### config.mk
export PLATFORM = sky130hd
export DESIGN_NAME = softbit_packer
export DESIGN_NICKNAME = d
export VERILOG_FILES = /design/src/rtl/softbit_packer.sv
export SDC_FILE = /design/constraint.sdc
export NUM_CORES = 1
export LEC_CHECK = 0
export BUFFER_PORTS_ARGS = -buffer_cell sky130_fd_sc_hd__buf_2
export CAP_MARGIN = 20
export CORE_ASPECT_RATIO = 0.75
export CORE_UTILIZATION = 43
export CTS_CLUSTER_SIZE = 24
export DETAILED_ROUTE_END_ITERATION = 6
export GPL_ROUTABILITY_DRIVEN = 0
export PLACE_DENSITY = 0.73
export SLEW_MARGIN = 10
export SYNTH_ARGS = -nofsm -noshare
export SYNTH_HDL_FRONTEND = slang
export SYNTH_SLANG_ARGS = --single-unit
### constraint.sdc
create_clock -name clk_i -period 4.94 [get_ports clk_i]
set_input_delay 0.247 -clock clk_i [delete_from_list [all_inputs] [get_ports clk_i]]
set_output_delay 0.247 -clock clk_i [all_outputs]
set_load 0.05 [all_outputs]
### src/rtl/softbit_packer.sv
// softbit_packer: saturates a stream of signed demapper LLRs to 4-bit symmetric
// softbits and packs num_poly of them per 24-bit word into the viterbi source
// buffer at consecutive addresses. Pulses fill_done_o after the final write.
// Ports:
//   clk_i, rst_an_i (async, active low), rst_sync_i (sync clear, active high)
//   cfg_start_i, num_poly_i, word_count_i, dst_start_addr_i : frame config
//   sb_valid_i, sb_data_i, sb_ready_o                          : LLR stream
//   sram_wr_o, sram_addr_o, sram_wdata_o                       : buffer write
//   busy_o, fill_done_o                                        : frame status
module softbit_packer #(
  parameter int unsigned SB_IN_W   = 8,
  parameter int unsigned SB_W      = 4,
  parameter int unsigned NPOLY_MAX = 6,
  parameter int unsigned ADDR_W    = 12,
  parameter int unsigned LEN_W     = 13
) (
  input  logic                      clk_i,
  input  logic                      rst_an_i,
  input  logic                      rst_sync_i,
  input  logic                      cfg_start_i,
  input  logic [2:0]                num_poly_i,
  input  logic [LEN_W-1:0]          word_count_i,
  input  logic [ADDR_W-1:0]         dst_start_addr_i,
  input  logic                      sb_valid_i,
  input  logic [SB_IN_W-1:0]        sb_data_i,
  output logic                      sb_ready_o,
  output logic                      sram_wr_o,
  output logic [ADDR_W-1:0]         sram_addr_o,
  output logic [SB_W*NPOLY_MAX-1:0] sram_wdata_o,
  output logic                      busy_o,
  output logic                      fill_done_o
);

  localparam int unsigned WORD_W  = SB_W * NPOLY_MAX;
  localparam int unsigned NP_W    = 3;
  localparam int          SAT_MAX = (2 ** (SB_W - 1)) - 1;

  typedef enum logic [1:0] {ST_IDLE, ST_FILL, ST_DONE} state_t;

  state_t              state_q, state_d;
  logic [NP_W-1:0]     npoly_q, npoly_d;
  logic [NP_W-1:0]     slot_q, slot_d;
  logic [LEN_W-1:0]    wcount_q, wcount_d;
  logic [LEN_W-1:0]    words_q, words_d;
  logic [ADDR_W-1:0]   addr_q, addr_d;
  logic [WORD_W-1:0]   buf_q, buf_d;
  logic                ready_d, wr_d, busy_d, done_d;
  logic [ADDR_W-1:0]   waddr_d;
  logic [WORD_W-1:0]   wdata_d;
  logic [WORD_W-1:0]   merged;
  logic [SB_W-1:0]     sb_sat;
  logic                accept;

  // Symmetric saturation: the most negative code is never produced.
  function automatic logic [SB_W-1:0] sat_llr(input logic [SB_IN_W-1:0] llr);
    int v;
    v = int'($signed(llr));
    if (v > SAT_MAX)       sat_llr = SB_W'(SAT_MAX);
    else if (v < -SAT_MAX) sat_llr = SB_W'(-SAT_MAX);
    else                   sat_llr = llr[SB_W-1:0];
  endfunction

  // Out-of-range polynomial counts fold into the supported 2..NPOLY_MAX range.
  function automatic logic [NP_W-1:0] clamp_np(input logic [NP_W-1:0] np);
    if (np < NP_W'(2))                   clamp_np = NP_W'(2);
    else if (np > NP_W'(NPOLY_MAX))      clamp_np = NP_W'(NPOLY_MAX);
    else                                 clamp_np = np;
  endfunction

  // Next-state, counters and registered-output values.
  always_comb begin
    state_d  = state_q;
    npoly_d  = npoly_q;
    slot_d   = slot_q;
    wcount_d = wcount_q;
    words_d  = words_q;
    addr_d   = addr_q;
    buf_d    = buf_q;
    wr_d     = 1'b0;
    waddr_d  = sram_addr_o;
    wdata_d  = sram_wdata_o;
    ready_d  = 1'b0;
    busy_d   = 1'b0;
    done_d   = 1'b0;

    accept = sb_valid_i && sb_ready_o;
    sb_sat = sat_llr(sb_data_i);
    merged = buf_q;
    for (int k = 0; k < int'(NPOLY_MAX); k++) begin
      if (slot_q == NP_W'(k)) merged[k*SB_W +: SB_W] = sb_sat;
    end

    unique case (state_q)
      ST_IDLE: begin
        if (cfg_start_i) begin
          npoly_d  = clamp_np(num_poly_i);
          wcount_d = word_count_i;
          words_d  = '0;
          slot_d   = '0;
          buf_d    = '0;
          addr_d   = dst_start_addr_i;
          state_d  = (word_count_i == '0) ? ST_DONE : ST_FILL;
        end
      end
      ST_FILL: begin
        // Final word is on the bus this cycle once the count is reached.
        if (words_q == wcount_q) begin
          state_d = ST_DONE;
        end else if (accept) begin
          if (slot_q == NP_W'(npoly_q - NP_W'(1))) begin
            wr_d    = 1'b1;
            waddr_d = addr_q;
            wdata_d = merged;
            addr_d  = addr_q + ADDR_W'(1);
            words_d = words_q + LEN_W'(1);
            slot_d  = '0;
            buf_d   = '0;
          end else begin
            slot_d = slot_q + NP_W'(1);
            buf_d  = merged;
          end
        end
      end
      ST_DONE: state_d = ST_IDLE;
      default: state_d = ST_IDLE;
    endcase

    ready_d = (state_d == ST_FILL) && (words_d < wcount_d);
    busy_d  = (state_d == ST_FILL);
    done_d  = (state_d == ST_DONE);

    // Synchronous clear overrides everything, including an in-flight write.
    if (rst_sync_i) begin
      state_d  = ST_IDLE;
      npoly_d  = '0;
      slot_d   = '0;
      wcount_d = '0;
      words_d  = '0;
      addr_d   = '0;
      buf_d    = '0;
      wr_d     = 1'b0;
      waddr_d  = '0;
      wdata_d  = '0;
      ready_d  = 1'b0;
      busy_d   = 1'b0;
      done_d   = 1'b0;
    end
  end

  // State, counters and output registers.
  always_ff @(posedge clk_i or negedge rst_an_i) begin
    if (!rst_an_i) begin
      state_q      <= ST_IDLE;
      npoly_q      <= '0;
      slot_q       <= '0;
      wcount_q     <= '0;
      words_q      <= '0;
      addr_q       <= '0;
      buf_q        <= '0;
      sb_ready_o   <= 1'b0;
      sram_wr_o    <= 1'b0;
      sram_addr_o  <= '0;
      sram_wdata_o <= '0;
      busy_o       <= 1'b0;
      fill_done_o  <= 1'b0;
    end else begin
      state_q      <= state_d;
      npoly_q      <= npoly_d;
      slot_q       <= slot_d;
      wcount_q     <= wcount_d;
      words_q      <= words_d;
      addr_q       <= addr_d;
      buf_q        <= buf_d;
      sb_ready_o   <= ready_d;
      sram_wr_o    <= wr_d;
      sram_addr_o  <= waddr_d;
      sram_wdata_o <= wdata_d;
      busy_o       <= busy_d;
      fill_done_o  <= done_d;
    end
  end

endmodule

==> summary.md, run 1 <==
| Metric | Value |
|---|---|
| CP endpoint kind | register |
| Hold Path Class | in2async |
| # port buffers | 80 |
| Minimum hold slack | about 0.0057 ns |
| CP arrival | approximately 4.6 ns |
| Pleak | between 0.003 and 0.004 µW |
| Total negative slack | 0 ns |
| Final hold vios | 0 |
| Setup-failing EPs final | 0 |
| Peak VDD IR | 0.000166 V |
| Period utilisation layout | 88.0% |
| Crit path max-delay family | simple AND/OR/NAND/NOR gates |
| Fmax | 230 MHz |
| Finished Layout Cells | a little over 800 |
| CTS Root Buffer Type | clkbuf_16 |
| Crit start category | register |
| Worst R2R End | sb_ready_o |
| CP Class | reg2reg |
| Largest net degree at the start of global routing | between 60 and 70 |
| Post-Syn Area | between 5000 and 6000 µm² |
| Leading cell type in the layout, fill and taps excluded | dfrtp_1 |
| Worst rel slew slack | 32.7% |
| Critical Path Fanout Max | 15 |
| Core area | 13000 µm² |
| Crit path buffers/inverters | 1 |
| Ant. Diodes | 0 |
| Cts repair resizes | 0 |
| Design Power | around 1900 µW |
| Status | finished with violations |
| Clock Latency Late Sink | between 0.3 and 0.4 ns |
| DR DRC count | 1 |
| Vias per inst | around 5.8 |
| Die footprint | about 14000 µm² |
| Placed cell count | slightly below 800 |
| CTS tree | done |
| Worst stage delay on the critical path | between 0.5 and 0.6 ns |
| Clk buf depth | 2 |
| Synth Flop Type | dfrtp_1 |
| Die W | between 100 and 150 µm |
| Total Routing Usage GR | between 20 and 25% |
| Asr flop ratio synth | between 90% and 100% |
| Antenna violations before repair | 0 |
| Final max-slew violation count | 0 |
| I/O pin count | 81 |
| Syn Nets | about 630 |
| TritonCTS Buffers | 9 |
| GRT Residual Overflow | 0 |
| Net count, final | between 600 and 700 |
| Fin crit period | around 4.3 ns |
| Starting Density | 43.9% |
| Max_cap viols | 0 |
| Post-CTS Repair Setup Buffers | 0 |
| H-tree lvl count | 3 |
| Tightest Pin Transition | 1.01 ns |
| Synthesized area per cell | 10.0 µm² |
| Row Count | 36 |
| Routed len/inst | ~18 µm |
| DR pass1 iterations | 7 |
| Synth warn | 0 |
| Pre-CTS setup slack | a little over 0.6 ns |
| Stages on the worst setup path | 14 |
| Clock-pin slew on the worst setup and hold paths | 0.07 ns |
| Unrepaired setup endpoints after global routing | false |
| Largest area contributor in the netlist | dfrtp_1 |
| Power per Cell Area | just under 300 nW/µm² |
| Synth top area cells | dfrtp_1 (48%), mux2i_1 (6.9%), o2bb2ai_1 (4.9%), ha_1 (4.4%), nand2_1 (3.8%) |
| Layout cells sized above 1 | between 10% and 20% |
| Commonest non-fill, non-tap cells in the layout | dfrtp_1 (110), buf_2 (80), nand2_1 (57), nor2_1 (52), mux2i_1 (39) |
| Critical path's slowest cell | or2_2 |
| Vias in the first global route | 4535 |
| Routed via count | around 4700 |
| Worst Path Required | 5.20 ns |
| CTS Hold Bufs | 0 |
| ANT nets after route | 0 |
| Post-synth cell types | 45 |
| Synthesis-to-finish area growth | 14.5% |
| Yosys top cell area share | between 40% and 50% |
| Final worst slack | slightly below 0.6 ns |
| Reg2reg start | npoly_q[0] |
| Final HPWL DP | around 10 mm |
| TritonCTS Sinks | 110 |
| Failing checks | DRC |
| Synth Instances | between 500 and 600 |
| Path depth of the worst reg2reg path | 14 |
| #FFs+latches synth | 110 |
| Worst reg-to-reg setup slack | a little under 0.6 ns |
| First-pass GRT wire length | about 23 mm |
| Post-synth EDFFs | 0 |
| Worst Clk Skew | roughly 0.0064 ns |
| Total wire length | about 14 mm |
| Seq/Total Area, Yosys | 48.3% |
| Cells along the critical path | inv_1 -> ha_1 -> xor3_1 -> nor4_2 -> nand2_1 -> or2_2 -> o31ai_1 -> ha_1 -> a21o_1 -> a21o_1 -> a2111oi_0 -> o21ai_0 -> nor3b_1 -> nor4b_1 |
| Initial DRC Count | 327 |
| Die H | a little over 100 µm |
[how the worst max path moves through the flow]
| stage | slack (ns) | endpoint | startpoint |
|---|---|---|---|
| after global placement | 0.86 | sb_ready_o | npoly_q[0] |
| after global routing | 0.25 | sb_ready_o | npoly_q[0] |
| after detailed placement | 0.62 | sb_ready_o | npoly_q[0] |
| final | 0.59 | sb_ready_o | npoly_q[0] |
| after CTS | 0.62 | sb_ready_o | npoly_q[0] |
| after floorplan | 1.33 | sb_ready_o | npoly_q[0] |
[power by group]
group          total, µW  leakage [µW]  internal (µW)  switching, µW
clock                683      0.000138            354            328
combinational        266       0.00139           92.7            173
sequential           964       0.00151            931           32.6
[layout make-up]
type / instances / area, µm²
clock inverters: 6 / 36.3
repair buffers: 88 / 460
well taps: 171 / 214
fillers: 1190 / 6450
inverters: 10 / 37.5
multi-input cells: 414 / 2790
clock buffers: 10 / 239
flip-flops and latches: 110 / 2750
[synthesized netlist by cell type, types with 13 or more instances]
cell / instances
nand3_1: 16
o21ai_0: 28
nor2_1: 52
a22o_1: 16
ha_1: 20
clkbuf_1: 22
dfrtp_1: 110
mux2i_1: 39
xnor2_1: 20
nand2_1: 57
nor2b_1: 13
a21oi_1: 26
o2bb2ai_1: 32
[flip-flops by register name (all words and copies together), names as in the netlist]
name and cells:
addr_q 12, buf_q 24, busy_o 1, fill_done_o 1
npoly_q 3, sb_ready_o 1, slot_q 3, sram_addr_o 12
sram_wdata_o 24, sram_wr_o 1, state_q 2, wcount_q 13
words_q 13
[metal layers]
layer / up-vias / GRT usage, % / part of all wire, % / routed length, µm
met2: 155 / 34.5 / 45 / 6510
li1: 2195 / - / - / -
met3: 9 / 5.56 / 5.2 / 746
met4: 0 / 6.05 / 0.74 / 106
met1: 2306 / 30.7 / 49 / 6950
met5: - / 0 / 0 / 0
[cell families (layout without fill, tap and decap cells)]
group | Yosys count | in the layout | share of synthesized area [%]
buffers and inverters | 43 | 114 | 2.99
and+or+nand+nor | 195 | 195 | 16.6
AOI/OAI and AO/OA | 137 | 137 | 17.0
adders and majority gates | 20 | 20 | 4.39
muxes | 40 | 40 | 7.05
xor gates and xnor gates | 22 | 22 | 3.65
DFF | 110 | 110 | 48.3
[metrics by stage]
step           utilization [%]  area [µm²]
2_1_floorplan                -        5700
3_3_place_gp              48.1        6240
3_5_place_dp              48.1        6240
4_1_cts                   50.3        6520
5_1_grt                   50.3        6530
6_report                  50.3        6530
Note: power is estimated with default switching activity, not from simulation.
==> run 2, diff against run 1 <==
--- a/config.mk
+++ b/config.mk
@@ -12,7 +12,7 @@
 export CTS_CLUSTER_SIZE = 24
 export DETAILED_ROUTE_END_ITERATION = 6
 export GPL_ROUTABILITY_DRIVEN = 0
-export PLACE_DENSITY = 0.73
+export PLACE_DENSITY = 0.7
 export SLEW_MARGIN = 10
 export SYNTH_ARGS = -nofsm -noshare
 export SYNTH_HDL_FRONTEND = slang
==> run 2 against run 1 <==
Compared with the run above: the flow finishes with violations (DRC, hold timing); hold slack worse by 0.023 ns; via count grew 1.1%; critical path depth stayed put; final cell count shrank 0.37%; first-iteration DRC count up 17%; global-route usage rose by 0.18 points; utilization is 0.22 points higher; flip-flop and latch count stayed put; clock skew rose by 0.0045 ns; clock-buffer cell count shrank 1; highest routed layer unchanged.
==> summary.md, run 2 (synthesized netlist as in run 1, its figures left out) <==
| Metric | Value |
|---|---|
| Fin util | between 50% and 60% |
| Clock-pin slew on the worst setup and hold paths | approximately 0.08 ns |
| FILL cells | between 1000 and 1500 |
| Combinational fraction of design power | a little over an eighth |
| Path depth of the worst reg2reg path | 14 |
| Worst stage delay on the critical path | 0.53 ns |
| DR DRC count | 2 |
| Status | finished with violations |
| TritonCTS Buffers | 9 |
| Internal power | between 1000 and 1500 µW |
| Row Count | 36 |
| Wire length on met1 | ~7 mm |
| Total negative slack | 0 ns |
| Met3 routed WL | ~900 µm |
| Worst R2R End | sb_ready_o |
| Sw power | 544 µW |
| Leading cell type in the layout, fill and taps excluded | dfrtp_1 |
| Cells along the critical path | inv_1 -> ha_1 -> xor3_1 -> nor4_2 -> nand2_1 -> or2_2 -> o31ai_1 -> ha_1 -> a21o_1 -> a21o_1 -> a2111oi_0 -> o21ai_0 -> nor3b_1 -> nor4b_1 |
| Minimum hold slack | -0.0171 ns |
| Worst Path Required | between 5 and 6 ns |
| Worst reg-to-reg setup slack | roughly 0.47 ns |
| Vias in the first global route | 4630 |
| H-tree lvl count | 3 |
| Routed via count | 4714 |
| Peak VDD IR | roughly 0.00021 V |
| Total Routing Usage GR | 22.3% |
| Core area | between 10000 and 15000 µm² |
| Synthesis-to-finish area growth | 15.0% |
| Clock share of power | approximately 39% |
| Die H | 102 µm |
| Critical Path Fanout Max | 15 |
| Cts repair resizes | 0 |
| Vias per inst | between 5 and 6 |
| CP endpoint kind | register |
| Die footprint | roughly 14000 µm² |
| Unrepaired setup endpoints after global routing | false |
| Worst rel slew slack | between 30% and 40% |
| Largest net degree at the start of global routing | 68 |
| Net count, final | between 600 and 700 |
| Hold Path Class | in2async |
| Fin crit period | ~4.5 ns |
| CTS Hold Bufs | 0 |
| DR pass1 iterations | 7 |
| Power per Cell Area | roughly 310 nW/µm² |
| Initial DRC Count | around 380 |
| Worst Clk Skew | approximately 0.011 ns |
| Antenna violations before repair | 0 |
| Post-CTS Repair Setup Buffers | 0 |
| First-pass GRT wire length | about 24 mm |
| Clk buf depth | 2 |
| Max_cap viols | 0 |
| Period utilisation layout | approximately nine tenths |
| Final hold vios | 12 |
| Pre-CTS setup slack | roughly 0.53 ns |
| Crit start category | register |
| Max layer used | met4 |
| CP Class | reg2reg |
| GRT Residual Overflow | 0 |
| Clock Latency Late Sink | 0.35 ns |
| ANT nets after route | 0 |
| Sw frac | roughly 27% |
| Die W | ~130 µm |
| Crit path max-delay family | simple AND/OR/NAND/NOR gates |
| Tightest Pin Transition | slightly above 1 ns |
| Total wire length | about 14 mm |
| WL met2 | a little over 6 mm |
| Routed len/inst | roughly 18 µm |
| I/O pin count | a little over 80 |
| Finished Layout Cells | roughly 810 |
| Starting Density | a little over two fifths |
| # port buffers | 80 |
| CP arrival | 4.71 ns |
| Setup-failing EPs final | 0 |
| Critical path's slowest cell | or2_2 |
| Reg2reg start | npoly_q[0] |
| Final HPWL DP | about 10 mm |
| Ant. Diodes | 0 |
| Pleak | a little over 0.003 µW |
| Crit path buffers/inverters | 1 |
| CTS tree | done |
| Layout cells sized above 1 | between 15 and 20% |
| Fmax | between 200 and 250 MHz |
| Commonest non-fill, non-tap cells in the layout | dfrtp_1 (110), buf_2 (79), nand2_1 (57), nor2_1 (52), mux2i_1 (39) |
| Final max-slew violation count | 0 |
| Largest regs | buf_q (24), sram_wdata_o (24) |
| CTS Root Buffer Type | clkbuf_16 |
| Placed cell count | between 700 and 800 |
| Failing checks | DRC, hold timing |
| Sequential Power Share | between 40% and 50% |
| TritonCTS Sinks | 110 |
| Final worst slack | roughly 0.47 ns |
run 2: cell types whose count changed in the layout (fill, tap and decap cells not counted), sizes merged:
cell / delta
buf: -3
clkbuf: -1
bufinv: +2
inv: -1
clkinvlp: +3
clkinv: -3
run 2: worst max path at each step:
stage	start	to	slack (ns)	cells after the start
2_1_floorplan	npoly_q[0]	sb_ready_o	1.33	15
3_3_place_gp	npoly_q[0]	sb_ready_o	0.85	14
3_5_place_dp	npoly_q[0]	sb_ready_o	0.53	14
4_1_cts	npoly_q[0]	sb_ready_o	0.54	14
5_1_grt	npoly_q[0]	sb_ready_o	0.24	14
6_report	npoly_q[0]	sb_ready_o	0.47	14
run 2: worst reg2reg max path: cells and delay by family (launching register included):
| family | cells | cell delay, ns |
|---|---|---|
| xor gates and xnor gates | 1 | 0.43 |
| AOI/OAI and AO/OA | 5 | 1.22 |
| buffers and inverters | 1 | 0.08 |
| DFF | 1 | 0.41 |
| adders and majority gates | 2 | 0.47 |
| and+or+nand+nor | 5 | 1.75 |
run 2: layer usage:
metal	global-route usage, %	vias up
met5	0	-
met4	8.47	0
met3	4.45	20
met2	32.7	174
met1	32.5	2325
li1	-	2195
run 2: final cells by class:
type                            count  area [µm²]  area share, %
Clock inverter                      7        98.8           1.51
Timing Repair Buffer               85         440           6.72
Sequential cell                   110        2750           42.0
Multi-Input combinational cell    414        2790           42.5
Inverter                           10        37.5          0.573
Clock buffer                        9         225           3.44
Tap cell                          171         214           3.26
run 2: stage by stage:
| stage | area (µm²) | power (µW) |
|---|---|---|
| 3_5_place_dp | 6230 | 1240 |
| 6_report | 6560 | 2010 |
| 5_1_grt | 6560 | 2100 |
| 3_3_place_gp | 6230 | 1230 |
| 4_1_cts | 6560 | 2020 |
| 2_1_floorplan | 5700 | 1150 |
run 2: power groups by stage:
stage / clock (µW) / combinational [µW] / sequential (µW)
final: 782 / 266 / 964
after global routing: 838 / 295 / 968
after CTS: 797 / 264 / 963
after floorplan: 0 / 167 / 979
after global placement: 0 / 255 / 979
after detailed placement: 0 / 263 / 980
==> run 3, diff against run 2 <==
--- a/config.mk
+++ b/config.mk
@@ -8,11 +8,11 @@
 export BUFFER_PORTS_ARGS = -buffer_cell sky130_fd_sc_hd__buf_2
 export CAP_MARGIN = 20
 export CORE_ASPECT_RATIO = 0.75
-export CORE_UTILIZATION = 43
+export CORE_UTILIZATION = 55
 export CTS_CLUSTER_SIZE = 24
 export DETAILED_ROUTE_END_ITERATION = 6
 export GPL_ROUTABILITY_DRIVEN = 0
-export PLACE_DENSITY = 0.7
+export PLACE_DENSITY = 0.84
 export SLEW_MARGIN = 10
 export SYNTH_ARGS = -nofsm -noshare
 export SYNTH_HDL_FRONTEND = slang
==> run 3 against run 2 <==
Compared with the run above: the flow now finishes without violations; die area decreased by 21%; critical path depth unchanged; hold slack improved by 0.036 ns; global-route usage increased by 6.2 points; non-clock buffer count unchanged; final cell count decreased by 4.8%; via count increased by 0.62%; wire length decreased by 0.79%; final area decreased by 0.92%; critical path type unchanged.
==> summary.md, run 3 (synthesized netlist as in run 1, its figures left out) <==
| Metric | Value |
|---|---|
| Final max-slew violation count | 0 |
| Vias per inst | 6.18 |
| Placed Area | ~6200 µm² |
| Worst stage delay on the critical path | 0.48 ns |
| Die H | 90.1 µm |
| I/O pin count | 81 |
| Die footprint | 10800 µm² |
| GRT Residual Overflow | 0 |
| Reg2reg start | npoly_q[0] |
| # port buffers | 80 |
| DR pass1 iterations | 5 |
| Design area | 6490 µm² |
| Cts repair resizes | 0 |
| CTS tree | done |
| First-pass GRT wire length | 24.1 mm |
| Fin util | about two thirds |
| Hold Path Class | in2async |
| Ant. Diodes | 0 |
| Crit start category | register |
| Worst reg-to-reg setup slack | between 0.5 and 0.6 ns |
| Tightest Pin Transition | 1.01 ns |
| Path depth of the worst reg2reg path | 14 |
| Finished Layout Cells | between 700 and 800 |
| Commonest non-fill, non-tap cells in the layout | dfrtp_1 (110), buf_2 (79), nand2_1 (56), nor2_1 (52), mux2i_1 (39) |
| Largest net degree at the start of global routing | 74 |
| Final hold vios | 0 |
| Synthesis-to-finish area growth | 14.0% |
| Row Count | 31 |
| Worst rel slew slack | between 30 and 40% |
| Clock-pin slew on the worst setup and hold paths | approximately 0.07 ns |
| Worst R2R End | sb_ready_o |
| Critical Path Fanout Max | 15 |
| Placed cell count | around 750 |
| Initial DRC Count | between 400 and 500 |
| Critical path's slowest cell | or2_2 |
| CP Class | reg2reg |
| Largest regs | buf_q (24), sram_wdata_o (24) |
| Design Power | between 1500 and 2000 µW |
| Fin crit period | roughly 4.4 ns |
| Layer with the highest usage | met2 |
| Total wire length | around 14 mm |
| H-tree lvl count | 3 |
| Met2 GRT Util | between 40% and 50% |
| Routed len/inst | ~19 µm |
| Total Routing Usage GR | 28.5% |
| TritonCTS Buffers | 9 |
| CTS Root Buffer Type | clkbuf_16 |
| Pleak | 0.00303 µW |
| CTS Hold Bufs | 0 |
| Vias in the first global route | 4745 |
| Setup-failing EPs final | 0 |
| Total negative slack | 0 ns |
| Fmax | roughly 230 MHz |
| Max_cap viols | 0 |
| Cells along the critical path | inv_1 -> ha_1 -> xor3_1 -> nor4_2 -> nand2_2 -> or2_2 -> o31ai_1 -> ha_1 -> a21o_1 -> a21o_1 -> a2111oi_0 -> o21ai_0 -> nor3b_1 -> nor4b_1 |
| Antenna violations before repair | 0 |
| Clock Latency Late Sink | approximately 0.36 ns |
| M3 GR Usage | between 6 and 7% |
| TritonCTS Sinks | 110 |
| Net count, final | between 600 and 700 |
| Peak VDD IR | ~0.00019 V |
| Routed via count | ~4700 |
| Status | complete, no violations |
| CP arrival | 4.66 ns |
| Unrepaired setup endpoints after global routing | false |
| Worst Path Required | 5.16 ns |
| Core area | approximately 9900 µm² |
| CP endpoint kind | register |
| Met1 usage | between 40% and 50% |
| Starting Density | 57.8% |
| Layout cells sized above 1 | between 15 and 20% |
| Period utilisation layout | 89.8% |
| Worst Clk Skew | just under 0.01 ns |
| Power per Cell Area | approximately 310 nW/µm² |
| ANT nets after route | 0 |
| Die W | 120 µm |
| Final HPWL DP | between 10 and 15 mm |
| Clk buf depth | 2 |
| Leading cell type in the layout, fill and taps excluded | dfrtp_1 |
| Post-CTS Repair Setup Buffers | 0 |
| DR DRC count | 0 |
## run 3: changes by cell type in the layout (fill, tap and decap cells not counted), sizes merged
cell and delta:
clkbuf +3, bufinv -1, inv +1, clkinvlp -2, clkinv -1
## run 3: cell type report
class | count | area [µm²]
flip-flops and latches | 110 | 2750
clock inverters | 4 | 53.8
well taps | 132 | 165
inverters | 10 | 37.5
multi-input cells | 414 | 2790
clock buffers | 12 | 256
fillers | 808 | 3360
repair buffers | 85 | 440
## run 3: power breakdown
group	leakage [µW]	switching (µW)	internal (µW)
logic	0.00137	175	92.4
clock network	0.000145	328	423
registers	0.00151	32.7	931
## run 3: critical path: cells and delay by family (launching register included)
kind | cells | cell delay (ns)
flops | 1 | 0.41
buf+inv | 1 | 0.07
xor+xnor | 1 | 0.43
compound gates | 5 | 1.31
simple gates | 5 | 1.62
fa+ha+maj | 2 | 0.44
## run 3: worst max path at each step
stage | from | endpoint | slack [ns]
final | npoly_q[0] | sb_ready_o | 0.50
after global routing | npoly_q[0] | sb_ready_o | 0.13
after CTS | npoly_q[0] | sb_ready_o | 0.49
after detailed placement | npoly_q[0] | sb_ready_o | 0.73
after global placement | npoly_q[0] | sb_ready_o | 0.87
after floorplan | npoly_q[0] | sb_ready_o | 1.33
## run 3: stage by stage
| step | setup WS [ns] | hold WS, ns |
|---|---|---|
| after floorplan | 1.33 | -0.0486 |
| after global placement | 0.873 | 0.425 |
| after detailed placement | 0.731 | 0.441 |
| after CTS | 0.486 | 0.0648 |
| after global routing | 0.127 | 0.0956 |
| final | 0.503 | 0.0186 |
## run 3: layer usage
layer  wire length (µm)  up-vias
li1                   -     2191
met1               6370     2280
met2               6390      234
met3               1240       38
met4                362        0
met5                  0        -
